<file path="config.mk">
export PLATFORM = sky130hd
export DESIGN_NAME = mmio_timer_responder
export DESIGN_NICKNAME = d
export VERILOG_FILES = /design/src/rtl/mmio_timer_responder.sv
export SDC_FILE = /design/constraint.sdc
export NUM_CORES = 1
export LEC_CHECK = 0
export CORE_MARGIN = 2
export CORE_UTILIZATION = 60
export CTS_BUF_LIST = sky130_fd_sc_hd__clkbuf_2 sky130_fd_sc_hd__clkbuf_4 sky130_fd_sc_hd__clkbuf_8
export CTS_CLUSTER_DIAMETER = 60
export DETAILED_ROUTE_END_ITERATION = 8
export GPL_TIMING_DRIVEN = 0
export PLACE_DENSITY = 0.89
export SYNTH_ARGS = -nofsm -noshare
export SYNTH_HDL_FRONTEND = slang
export SYNTH_SLANG_ARGS = --single-unit
export TNS_END_PERCENT = 30
</file>
<file path="constraint.sdc">
create_clock -name clk -period 5.35 [get_ports clk]
set_clock_uncertainty 0.15 [all_clocks]
set_input_delay 0.535 -clock clk [delete_from_list [all_inputs] [get_ports clk]]
set_output_delay 0.535 -clock clk [all_outputs]
set_load 0.01 [all_outputs]
</file>
<file path="src/rtl/mmio_timer_responder.sv">
// Memory-mapped prescaled timer (CTRL/COUNT/COMPARE/STATUS) on the CPU data bus, one-cycle read latency.
// Optional build macro TIMER_AUTORELOAD_EN: a compare match reloads COUNT to zero (periodic mode).
module mmio_timer_responder #(
    parameter logic [31:0] BASE_ADDR  = 32'h0000_0100,
    parameter int          PRESCALE_W = 8
) (
    input  logic        clk,
    input  logic        reset,
    input  logic [31:0] address,
    input  logic        wr,
    input  logic [31:0] datain,
    output logic [31:0] dataout,
    output logic        hit,
    output logic        irq
);
    localparam logic [1:0] IDX_CTRL    = 2'd0;
    localparam logic [1:0] IDX_COUNT   = 2'd1;
    localparam logic [1:0] IDX_COMPARE = 2'd2;
    localparam logic [1:0] IDX_STATUS  = 2'd3;

    logic                  sel_s;
    logic [1:0]            idx_s;
    logic                  rd_s;
    logic                  wr_ctrl_s;
    logic                  wr_count_s;
    logic                  wr_compare_s;
    logic                  wr_status_s;
    logic                  en_r;
    logic                  irq_en_r;
    logic [PRESCALE_W-1:0] psc_r;
    logic [PRESCALE_W-1:0] prescaler_r;
    logic [PRESCALE_W-1:0] prescaler_next_s;
    logic [31:0]           count_r;
    logic [31:0]           compare_r;
    logic                  match_r;
    logic                  ovf_r;
    logic                  tick_s;
    logic [31:0]           count_inc_s;
    logic [31:0]           count_next_s;
    logic                  match_set_s;
    logic                  ovf_set_s;
    logic [31:0]           rdata_s;
    logic                  unused_s;

    // Byte-lane bits carry no meaning for word registers.
    assign unused_s = ^address[1:0];

    // Window decode and per-register strobes.
    always_comb begin
        sel_s        = (address[31:4] == BASE_ADDR[31:4]);
        idx_s        = address[3:2];
        rd_s         = sel_s & ~wr;
        wr_ctrl_s    = sel_s & wr & (idx_s == IDX_CTRL);
        wr_count_s   = sel_s & wr & (idx_s == IDX_COUNT);
        wr_compare_s = sel_s & wr & (idx_s == IDX_COMPARE);
        wr_status_s  = sel_s & wr & (idx_s == IDX_STATUS);
    end

    // Counter step and flag events; a CPU write to COUNT swallows a coincident tick.
    always_comb begin
        tick_s       = en_r & (prescaler_r == psc_r);
        count_inc_s  = count_r + 32'd1;
        match_set_s  = 1'b0;
        ovf_set_s    = 1'b0;
        count_next_s = count_r;
        if (wr_count_s) begin
            count_next_s = datain;
        end else if (tick_s) begin
            match_set_s = (count_inc_s == compare_r);
            ovf_set_s   = (count_r == 32'hFFFF_FFFF);
`ifdef TIMER_AUTORELOAD_EN
            count_next_s = match_set_s ? 32'd0 : count_inc_s;
`else
            count_next_s = count_inc_s;
`endif
        end else begin
            count_next_s = count_r;
        end
    end

    // Prescaler restarts on COUNT writes, on disable, and after each tick.
    always_comb begin
        if (wr_count_s) begin
            prescaler_next_s = '0;
        end else if (wr_ctrl_s && en_r && !datain[0]) begin
            prescaler_next_s = '0;
        end else if (!en_r || tick_s) begin
            prescaler_next_s = '0;
        end else begin
            prescaler_next_s = prescaler_r + PRESCALE_W'(1);
        end
    end

    // Read mux; unimplemented bits read as zero.
    always_comb begin
        rdata_s = 32'd0;
        case (idx_s)
            IDX_CTRL: begin
                rdata_s[0]               = en_r;
                rdata_s[1]               = irq_en_r;
                rdata_s[8 +: PRESCALE_W] = psc_r;
            end
            IDX_COUNT:   rdata_s = count_r;
            IDX_COMPARE: rdata_s = compare_r;
            IDX_STATUS:  rdata_s = {30'd0, ovf_r, match_r};
            default:     rdata_s = 32'd0;
        endcase
    end

    // Control, counter, compare and prescaler state.
    always_ff @(posedge clk or negedge reset) begin
        if (!reset) begin
            en_r        <= 1'b0;
            irq_en_r    <= 1'b0;
            psc_r       <= '0;
            prescaler_r <= '0;
            count_r     <= 32'd0;
            compare_r   <= 32'd0;
        end else begin
            if (wr_ctrl_s) begin
                en_r     <= datain[0];
                irq_en_r <= datain[1];
                psc_r    <= datain[8 +: PRESCALE_W];
            end
            if (wr_compare_s) begin
                compare_r <= datain;
            end
            prescaler_r <= prescaler_next_s;
            count_r     <= count_next_s;
        end
    end

    // Sticky flags: a same-cycle set beats write-1-to-clear.
    always_ff @(posedge clk or negedge reset) begin
        if (!reset) begin
            match_r <= 1'b0;
            ovf_r   <= 1'b0;
        end else begin
            match_r <= match_set_s | (match_r & ~(wr_status_s & datain[0]));
            ovf_r   <= ovf_set_s   | (ovf_r   & ~(wr_status_s & datain[1]));
        end
    end

    // Registered read response.
    always_ff @(posedge clk or negedge reset) begin
        if (!reset) begin
            dataout <= 32'd0;
            hit     <= 1'b0;
        end else begin
            dataout <= rd_s ? rdata_s : 32'd0;
            hit     <= rd_s;
        end
    end

    assign irq = match_r & irq_en_r;

endmodule

</file>
==> impl_metrics.ini, run 1 <==
[pwr]
p_per_area_nw_per_um2 = 216.4
report.power.total_mw = 1.740
leakage_nw = 3.664
max-vdd-ir-drop_v = 0.0002022

[synth]
netlist_area_um2 = 6502
synth_area_leader_cell = dfrtp_1
synth_top_area_share_pct = 45.03
synth_area_per_cell_um2 = 9.438
yosys-top-cells-area = dfrtp_1 45%, xnor2_1 6.2%, nor2_1 6.2%
ys.flop_type = dfrtp_1
synth-edff-count = 0
synth-seq-area-share_pct = 45.03
synthesis.nets = 763
synth_seq_cells = 117
synth_most_common_cell = dfrtp_1
netlist_top_cells_count = 117 x dfrtp_1, 107 x nor2_1, 55 x nand2_1, 46 x xnor2_1, 45 x a21oi_1
synth_cells = 689
synth_cell_types = 60
synthArstFlopShare_pct = 100.0
synth_warnings = 0

[clock_network]
cts-root-buf = clkbuf_8
clk_pin_slew_ns = 0.07
cts_buffers = 17
clock_latency_ns = 0.45
cts_num_sinks = 117
cts_buffer_depth = 2
post_cts_resize_count = 0
cts_max_level = 4
cts_tree = done
cts_hold_buffers = 0
cts_setup_buffers = 0

[die]
core_region_area_um2 = 10700
rows = 38
die_w_um = 108.1
start_util_pct = 60.78
die_area_um2 = 11690
die_h_um = 108.1
ioPinCount = 101

[sta]
hold_viol = 0
setup_violations = 0
drv_slew = 0
tightest_slew_ns = 0.8188
hold-worst-slack_ns = 0.001583
period_minus_slack_ns = 3.556
finalCritPeriodShare_pct = 66.46
rsz0062_at_grt = no
fmax_ghz = 0.2812
slew_headroom_pct = 45.42
worst_slack_ns = 1.794

[grt]
grt_max_degree = 61
grt_pass1_wl_um = 30380
antenna_found_initial = 0
gr-usage-all-layers_pct = 34.53
grt_pass1_vias = 5972
grt-ovfl-total = 0

[cells_and_area]
num_antenna_cells = 0
fillers = 789
fin_nets = 881
drive_above_1_share_pct = 12.33
layout.cells.non_filler = 959
syn_to_final_growth_pct = 23.61

[detailed_routing]
ant_nets = 0
post_drt_wl_per_cell_um = 19.98
drt_iter0_drc = 457
drc = 0
dr_total_vias = 5886
routed_wl_um = 19160
vias_per_cell = 6.138
dr.pass1.iters = 5

[critical_path]
rrSetupSlack_ns = 1.79
critPathMaxStageDelay_ns = 0.60
cp.arrival_ns = 3.78
path_max_fanout = 6
startpoint_type = flop
cpMaxStageDelayCell = or4_1
cp.required_ns = 5.57
crit_type = flop to flop
path_cells = ha_1 -> nand4_1 -> nor4_2 -> nor3b_1 -> nor4_1 -> o2111ai_1 -> or4_1 -> o21ai_1
worst_setup_path_end_kind = flop

[outcome]
status = finished, final reports clean

[job]
drv_cap = 0

[placement]
hpwl_um = 13950
port_buffers = 98
gp_congestion = 0.9305
dp_cells = 928
place_ws_ns = 1.657

[hold_path]
holdCritPathClass = primary input to asynchronous set/reset pin
==> sequential cells by signal (all words and copies together), names as in the netlist, 8 cells and up <==
| signal | flops |
|---|---|
| psc_r | 8 |
| dataout | 32 |
| count_r | 32 |
| compare_r | 32 |
| prescaler_r | 8 |
==> logic make-up (layout without fill, tap and decap cells) <==
group	after synthesis	count (layout)	share of synthesized area, %
and+or+nand+nor	280	280	21.20
DFF	117	117	45.03
AOI/OAI and AO/OA	113	113	11.14
xor gates and xnor gates	81	81	10.91
buffers and inverters	57	187	4.541
muxes	34	34	5.830
adders and majority gates	7	7	1.347
==> layout by cell type, fill, tap and decap left out, types with 6 or more instances in the layout <==
master           count
a22oi_1             30
a21oi_1             45
o21ai_0             10
dfrtp_1            117
clkbuf_1            26
inv_1               11
nand3_1             27
clkbuf_8            21
and3_1              11
clkinv_2             6
ha_1                 7
xnor2_1             46
mux2_2              31
nor4_1              12
xor2_1              35
nor2_1             107
nand4_1             14
a31oi_1              6
nand2_1             55
clkdlybuf4s50_1     97
nor3_1              11
==> through the flow <==
step | setup TNS, ns | cell area, um2 | util [%]
2_1_floorplan | 0 | 6502 | -
4_1_cts | 0 | 8038 | 75.13
3_3_place_gp | -83.20 | 7659 | 71.59
6_report | 0 | 8038 | 75.13
5_1_grt | 0 | 8038 | 75.13
3_5_place_dp | 0 | 7684 | 71.82
==> worst max-delay path, delay by kind of cell, from the launching register on <==
family	cells	cell delay (ns)
compound gates	2	0.38
fa+ha+maj	1	0.33
flops	1	0.56
simple gates	5	2.08
==> per-layer routing <==
metal  global-route usage (%)  vias to the layer above  part of all wire [%]
met4                    15.57                        0                   3.1
met1                    43.22                     2884                    39
met3                    9.464                       51                   9.4
met5                        0                        -                     0
met2                    56.11                      306                    49
li1                         -                     2645                     -
==> worst paths after layout <==
check | startpoint | endpoint | depth (start not counted)
max | count_r[0]$_DFFE_PN0P_ | match_r$_DFF_PN0_ | 8
min | reset | compare_r[31]$_DFFE_PN0P_ | 1
max reg2reg | count_r[0]$_DFFE_PN0P_ | match_r$_DFF_PN0_ | 8
min reg2reg | ovf_r$_DFF_PN0_ | ovf_r$_DFF_PN0_ | 1
max in group asynchronous | reset | compare_r[3]$_DFFE_PN0P_ | 2
min in group clk | ovf_r$_DFF_PN0_ | ovf_r$_DFF_PN0_ | 1
==> final cells by class <==
class                           count  area, um2  area share, %
Clock buffer                       21      270.3          3.362
Sequential cell                   117       2928          36.43
Buffer                             46      254.0          3.160
Timing Repair Buffer               99       1006          12.52
Clock inverter                     10      83.83          1.043
Inverter                           11      41.29         0.5137
Multi-Input combinational cell    515       3279          40.80
Tap cell                          140      175.2          2.179
==> report_power, final <==
group / internal, mW / total (mW) / leakage, nW / switching, mW
combinational: 0.0541 / 0.106 / 2.03 / 0.0520
sequential: 0.884 / 0.884 / 1.45 / 0.000000263
clock: 0.386 / 0.749 / 0.185 / 0.363
No activity file was read; power rests on OpenSTA's default activity.
==> run 2: changes to the inputs <==
--- a/config.mk
+++ b/config.mk
@@ -6,12 +6,12 @@
 export NUM_CORES = 1
 export LEC_CHECK = 0
 export CORE_MARGIN = 2
-export CORE_UTILIZATION = 60
+export CORE_UTILIZATION = 51
 export CTS_BUF_LIST = sky130_fd_sc_hd__clkbuf_2 sky130_fd_sc_hd__clkbuf_4 sky130_fd_sc_hd__clkbuf_8
 export CTS_CLUSTER_DIAMETER = 60
 export DETAILED_ROUTE_END_ITERATION = 8
 export GPL_TIMING_DRIVEN = 0
-export PLACE_DENSITY = 0.89
+export PLACE_DENSITY = 0.8
 export SYNTH_ARGS = -nofsm -noshare
 export SYNTH_HDL_FRONTEND = slang
 export SYNTH_SLANG_ARGS = --single-unit
==> constraint.sdc (replaced) <==
create_clock -name clk -period 3.1 [get_ports clk]
set_clock_uncertainty 0.15 [all_clocks]
set_input_delay 0.31 -clock clk [delete_from_list [all_inputs] [get_ports clk]]
set_output_delay 0.31 -clock clk [all_outputs]
set_load 0.01 [all_outputs]
==> impl_metrics.ini, run 2 (synthesis results as in run 1) <==
[cells_and_area]
syn_to_final_growth_pct = 26.19
layout_commonest_cell = dfrtp_1
layout_common_cells = 116 x dfrtp_1, 107 x nor2_1, 97 x clkdlybuf4s50_1
num_antenna_cells = 0
largestRegisters = compare_r (32), count_r (32), dataout (32)
fin_nets = 883
fillers = 1033
drive_above_1_share_pct = 12.77
layout.cells.non_filler = 994

[placement]
dp_cells = 960
port_buffers = 98
hpwl_um = 13330
gp_congestion = 0.9882

[clock_network]
cts-root-buf = clkbuf_8
clock_latency_ns = 0.45
cts_buffer_depth = 2
cts_buffers = 17
cts_max_level = 4
cts_num_sinks = 117
clk_pin_slew_ns = 0.07
cts_tree = done

[critical_path]
crit_buf_inv = 2
crit_family = simple AND/OR/NAND/NOR gates
path_cells = xor2_1 -> nor4_1 -> nand3_1 -> clkbuf_1 -> inv_1 -> nand4_1 -> or4_1 -> o21ai_1
path_max_fanout = 10
cp.arrival_ns = 3.23
critPathMaxStageDelay_ns = 0.48
worst_setup_path_end_kind = flop
cpMaxStageDelayCell = nor4_1
crit_type = flop to flop
rrSetupSlack_ns = 0.09
startpoint_type = flop
cp.required_ns = 3.33

[hold_path]
holdCritPathClass = primary input to asynchronous set/reset pin

[sta]
setup_violations = 0
slew_headroom_pct = 50.67
fmax_ghz = 0.3327
finalCritPeriodShare_pct = 96.95
drv_slew = 0
hold_viol = 0
rsz0062_at_grt = no
period_minus_slack_ns = 3.005
tightest_slew_ns = 0.7400

[grt]
grt_pass1_wl_um = 29210
grt_pass1_vias = 5621
grt_max_degree = 70
gr-usage-all-layers_pct = 28.23
grt-ovfl-total = 0
antenna_found_initial = 0

[detailed_routing]
post_drt_wl_per_cell_um = 18.46
ant_nets = 0
routed_wl_um = 18350
drc = 0
vias_per_cell = 5.769
dr_total_vias = 5734
dr.pass1.iters = 6
drt_iter0_drc = 571

[outcome]
status = finished, final reports clean

[die]
start_util_pct = 51.95
die_w_um = 116.9
ioPinCount = 101
die_area_um2 = 13670
rows = 41
core_region_area_um2 = 12520
die_h_um = 116.9

[pwr]
leakage_nw = 3.726
p_per_area_nw_per_um2 = 402.4
max-vdd-ir-drop_v = 0.0002492
report.power.total_mw = 3.302

[job]
drv_cap = 0
==> run 2: metrics by stage <==
stage	hold slack [ns]	worst slack, ns	area (um2)	utilization (%)	TNS [ns]
4_1_cts	0.2894	0.08397	8202	65.52	0
2_1_floorplan	-0.1356	0.5066	6502	-	0
5_1_grt	0.3008	0.04477	8205	65.55	0
6_report	0.2768	0.09456	8205	65.55	0
3_3_place_gp	0.3450	-2.754	7699	61.51	-323.68
3_5_place_dp	0.2320	-0.2378	7724	61.71	-4.293
==> run 2: worst register-to-register path, cell delays in order, from the launching register on <==
cell,delay (ns)
dfrtp_1,0.44
xor2_1,0.18
nor4_1,0.48
nand3_1,0.18
clkbuf_1,0.33
inv_1,0.42
nand4_1,0.14
or4_1,0.47
o21ai_1,0.15
==> run 2: final cells by class <==
class | count | area (um2) | share of cell area, %
tap | 172 | 215.2 | 2.623
inverter | 11 | 41.29 | 0.5032
sequential | 117 | 2929 | 35.70
clock inverter | 9 | 147.6 | 1.799
multi-input combinational | 515 | 3291 | 40.10
buffer | 46 | 254.0 | 3.095
clock buffer | 23 | 304.0 | 3.705
timing repair buffer | 101 | 1023 | 12.47
==> run 2: power breakdown <==
| group | switching (mW) | total (mW) | internal [mW] |
|---|---|---|---|
| clock | 0.616 | 1.59 | 0.974 |
| sequential | 0.000000435 | 1.53 | 1.53 |
| combinational | 0.0914 | 0.186 | 0.0942 |
| total | 0.707 | 3.30 | 2.59 |
==> run 2: worst paths after layout <==
path,startpoint,end,cells past startpoint
max in group asynchronous,reset,match_r$_DFF_PN0_,3
min in group clk,datain[19],count_r[19]$_DFFE_PN0P_,3
worst max-delay path,prescaler_r[3]$_DFF_PN0_,match_r$_DFF_PN0_,8
worst max register to register,prescaler_r[3]$_DFF_PN0_,match_r$_DFF_PN0_,8
worst min-delay path,reset,dataout[29]$_DFF_PN0_,2
worst min register to register,ovf_r$_DFF_PN0_,ovf_r$_DFF_PN0_,1
==> run 2: layer usage <==
metal  GRT usage, %  vias up  wire length [um]
met3          7.003       27              1428
met2          45.43      258              8702
met1          37.93     2806              7884
met5              0        -                 0
met4          8.784        0               330
li1               -     2643                 -
==> run 2: timing repair <==
action / in CTS / in global routing
resized for setup: 1 / 2
hold endpoints to repair: 48 / 0
pin swaps: 1 / 0
setup buffers: 1 / 0
setup endpoints to repair: 1 / 1
hold buffers: 1 / 0
